**config.mk**
```make
export PLATFORM = sky130hd
export DESIGN_NAME = rv32_regfile
export DESIGN_NICKNAME = d
export VERILOG_FILES = /design/src/rtl/rv32_regfile.sv
export SDC_FILE = /design/constraint.sdc
export NUM_CORES = 2
export LEC_CHECK = 0
export BUFFER_PORTS_ARGS = -buffer_cell sky130_fd_sc_hd__buf_2
export CORE_MARGIN = 3
export CORE_UTILIZATION = 45
export DETAILED_ROUTE_END_ITERATION = 7
export SYNTH_ARGS = -nofsm -noshare
export SYNTH_HDL_FRONTEND = slang
export SYNTH_SLANG_ARGS = --single-unit
```
**constraint.sdc**
```tcl
create_clock -name clk -period 2.4 [get_ports clk]
set_input_delay 0.12 -clock clk [delete_from_list [all_inputs] [get_ports clk]]
set_output_delay 0.12 -clock clk [all_outputs]
set_load 0.01 [all_outputs]
```
**src/rtl/rv32_regfile.sv**
```systemverilog
// rtl/rv32_regfile.sv - RV32I two-read, one-write integer register file
//
// Ports:
//   clk                      rising-edge clock for all state
//   reset                    synchronous, active-high; clears every register
//   wr_en, wr_addr, wr_data  writeback port, committed at the rising edge
//   rd_en1, rd_addr1         read port 1 request
//   rd_data1                 read port 1 data (combinational)
//   rd_en2, rd_addr2         read port 2 request
//   rd_data2                 read port 2 data (combinational)

module rv32_regfile #(
    parameter int DATA_WIDTH = 32,
    parameter int ADDR_WIDTH = 5
) (
    input  logic                  clk,
    input  logic                  reset,
    input  logic                  wr_en,
    input  logic [ADDR_WIDTH-1:0] wr_addr,
    input  logic [DATA_WIDTH-1:0] wr_data,
    input  logic                  rd_en1,
    input  logic [ADDR_WIDTH-1:0] rd_addr1,
    output logic [DATA_WIDTH-1:0] rd_data1,
    input  logic                  rd_en2,
    input  logic [ADDR_WIDTH-1:0] rd_addr2,
    output logic [DATA_WIDTH-1:0] rd_data2
);

    localparam int NUM_REGS = 2 ** ADDR_WIDTH;

    logic [DATA_WIDTH-1:0] regs_q [NUM_REGS];

    // A write to x0 is dropped here so entry 0 only ever holds the reset
    // value; the read path additionally forces x0 to zero so it reads 0
    // even before the first reset edge.
    logic wr_commit;
    assign wr_commit = wr_en && (wr_addr != '0);

    always_ff @(posedge clk) begin
        if (reset) begin
            for (int i = 0; i < NUM_REGS; i++) begin
                regs_q[i] <= '0;
            end
        end else if (wr_commit) begin
            regs_q[wr_addr] <= wr_data;
        end
    end

    // Write-through bypass deliberately ignores reset: it depends only on the
    // current writeback inputs, so the writeback stage needs no extra
    // forwarding path.
    function automatic logic [DATA_WIDTH-1:0] read_port(
        input logic                  en,
        input logic [ADDR_WIDTH-1:0] addr,
        input logic                  w_en,
        input logic [ADDR_WIDTH-1:0] w_addr,
        input logic [DATA_WIDTH-1:0] w_data,
        input logic [DATA_WIDTH-1:0] stored
    );
        logic [DATA_WIDTH-1:0] result;
        result = '0;
        if (en && (addr != '0)) begin
            if (w_en && (w_addr == addr)) begin
                result = w_data;
            end else begin
                result = stored;
            end
        end
        return result;
    endfunction

    always_comb begin
        rd_data1 = read_port(rd_en1, rd_addr1, wr_en, wr_addr, wr_data, regs_q[rd_addr1]);
        rd_data2 = read_port(rd_en2, rd_addr2, wr_en, wr_addr, wr_data, regs_q[rd_addr2]);
    end

endmodule

```
==> impl_results.md <==
- Status: finished, violations left
- Failing checks: setup timing
- Row Count: 127
- Hpwl dp: 139,000 microns
- Maxcap violations: 0
- Synth Register Bits: 1,024
- Fin crit share: 121%
- Synth Instances: 3,814
- Setup TNS Final: -11.89 ns
- Critical path type: reg2out
- Nets: 4,105
- I/O pin total: 116
- VDD IR max: 0.000612 V
- Main flop type after synthesis: edfxtp_1
- Synth top area share: 55.8%
- Reg area: 30,700 sq um
- Multi-input logic area: 23,800 sq um
- Setup crit start kind: flop
- Fin Hold WS: 0.0378 ns
- DR WL/cell: 38.4 microns
- PD cells: 690 nW/um^2
- Mux contribution to synthesized area: 21.1%
- EDFF count, synth: 1,024
- Tot GR Track Use: 34.5%
- Crit path required time: 2.28 ns
- CP Max Fanout: 2
- Mapped cell area: 55,100 sq um
- Reg with most FFs: regs_q
- GRT Residual Overflow: 0
- Critical Path Sink Type: output port
- GPL Wtd Cong: 0.893
- Vias per cell: 6.75
- Final wirelength: 221,000 microns
- Main combinational cell family by area after synthesis: multiplexers
- Final WS setup: -0.515 ns
- Largest area contributor in the netlist: edfxtp_1
- Clock transition at the registers of the reported paths: 0.06 ns
- Pre-CTS setup slack: -0.145 ns
- Clock sink total: 1,024
- Critical path origin: regs_q[2][20]
- Ys async rst share: 0%
- Worst-Margin Slew: 0.833 ns
- Number of setup violations in the final report: 64
- Largest net degree at the start of global routing: 47
- Max FFs per register: 1,024
- CP arrival: 2.79 ns
- Clock root buffer master: clkbuf_16
- First-pass GRT wire length: 302,000 microns
- Hold Path Class: in2reg
- Pre-antenna DRT Iters: 6
- Post-synthesis compound-gate area fraction: 6.48%
- Initial antenna violation count: 32
- Cell variety after synth: 55
- Via count: 38,900
- Hold Vio Cnt, Final: 0
- Max transition margin: 44.5%
- Max Slew Vio Count: 0
- Number of global-route vias before repair: 37,600
- Antenna Nets Post-Route: 0
- P_leak: 0.0237 uW
- Number of synthesis warnings: 0
- RSZ-0062 raised after global routing: yes
- IO buf count: 115
- Largest registers: regs_q (1024)
- Ranking of synthesized cells by area: edfxtp_1 (56%), mux4_2 (16%), and2_1 (11%), mux2i_1 (5.5%), clkbuf_1 (2.0%)
- Hold path depth: 2
- Die height: 356 microns
- Area of the die: 127,000 sq um
- Hold path startpoint: wr_data[0]
- Core area: 121,000 sq um
- Commonest cells post-synth: edfxtp_1 (1,024), and2_1 (995), mux4_2 (380)
- H-tree lvl count: 3
- Area grow syn2layout: 19.8%
- FMAX: 343 MHz
- Post-Synth Adder-Cell Area: 0%
- Share of layout cells above drive strength 1: 32.1%
- Avg Inst Size Synth: 14.5 sq um
- Xor/xnor share of the synthesized area: 0.159%
- Initial cell density of the core: 45.7%
- Tmin final: 2.91 ns
- Seq/Total Area, Yosys: 55.8%
- Die Width: 356 microns
- # DRC: 0
- Clock Path Buffers: 3
- Fill cells: 9,749
- Synth Area in Simple Gates: 13.1%
- Most frequent cell after synthesis: edfxtp_1
- Drt first-iter violations: 6,392
- TritonCTS buffer count: 113
- CTS tree: yes
## timing repair
action / CTS / global route
resized for setup: 249 / 54
setup endpoints to repair: 64 / 64
buffers inserted: 9 / 2
endpoints found under the hold margin: 39 / 0
pin swaps: 147 / 49
hold buffers: 2 / 0
## cells in the final DEF (no fill, tap or decap), types with 18 or more instances in the layout
cell and n:
edfxtp_1 1024, and2_1 992, mux4_2 380, mux2i_1 296
buf_4 248, buf_12 147, clkbuf_16 117, buf_2 66
a221oi_1 61, nand2_1 45, buf_6 43, a21oi_1 39
a22oi_1 38, a21oi_2 37, a22oi_2 35, or2_2 35
a221o_1 34, nor2_4 33, conb_1 32, clkinv_2 27
o221ai_1 25, nand3_1 23, a32o_2 23, clkinv_1 22
o21ai_0 20, o22ai_1 18
## stage by stage
step,power [uW],instance area (sq um),cells,utilization [%]
2_1_floorplan,24600,55200,3845,-
3_3_place_gp,27500,61200,5557,50.7
3_5_place_dp,27500,61200,5557,50.7
4_1_cts,45400,65800,5754,54.5
5_1_grt,46500,66000,5757,54.7
6_report,45600,66100,5766,54.7
## logic make-up (layout without fill, tap and decap cells)
| group | after synthesis | in the layout |
|---|---|---|
| xor gates and xnor gates | 10 | 10 |
| other | 1 | 42 |
| muxes | 685 | 685 |
| DFF | 1024 | 1024 |
| and+or+nand+nor | 1196 | 1196 |
| buffers and inverters | 422 | 721 |
| AOI/OAI and AO/OA | 476 | 476 |
## path summary, 6_finish.rpt
path                            end  slack [ns]
worst max-delay path   rd_data1[20]       -0.51
worst min-delay path  regs_q[10][0]        0.04
## layout make-up
type,count,share of cell area (%)
sequential,1024,46.6
multi-input combinational,2399,36.1
timing repair buffer,510,8.63
clock buffer,134,4.53
tap,1612,3.05
clock inverter,72,1.11
antenna,10,0.0379
inverter,5,0.0322
## routing by layer
metal / share of wire (%) / GRT usage, % / up-vias
li1: - / - / 15200
met4: 5.2 / 14.6 / 10
met5: 0.028 / 0 / -
met1: 37 / 47.6 / 20100
met3: 14 / 8.83 / 552
met2: 44 / 52.0 / 3111
## critical path, stage by stage, from the launching register on
cell,delay [ns]
edfxtp_1,0.43
mux4_2,0.48
mux4_2,0.45
nor2b_1,0.15
a221o_2,0.41
buf_6,0.16
## where the power goes
part / internal (uW) / total (uW) / switching (uW)
combinational: 2790 / 6530 / 3740
clock: 10400 / 17900 / 7460
sequential: 20700 / 21200 / 527
Note: power is estimated with default switching activity, not from simulation.
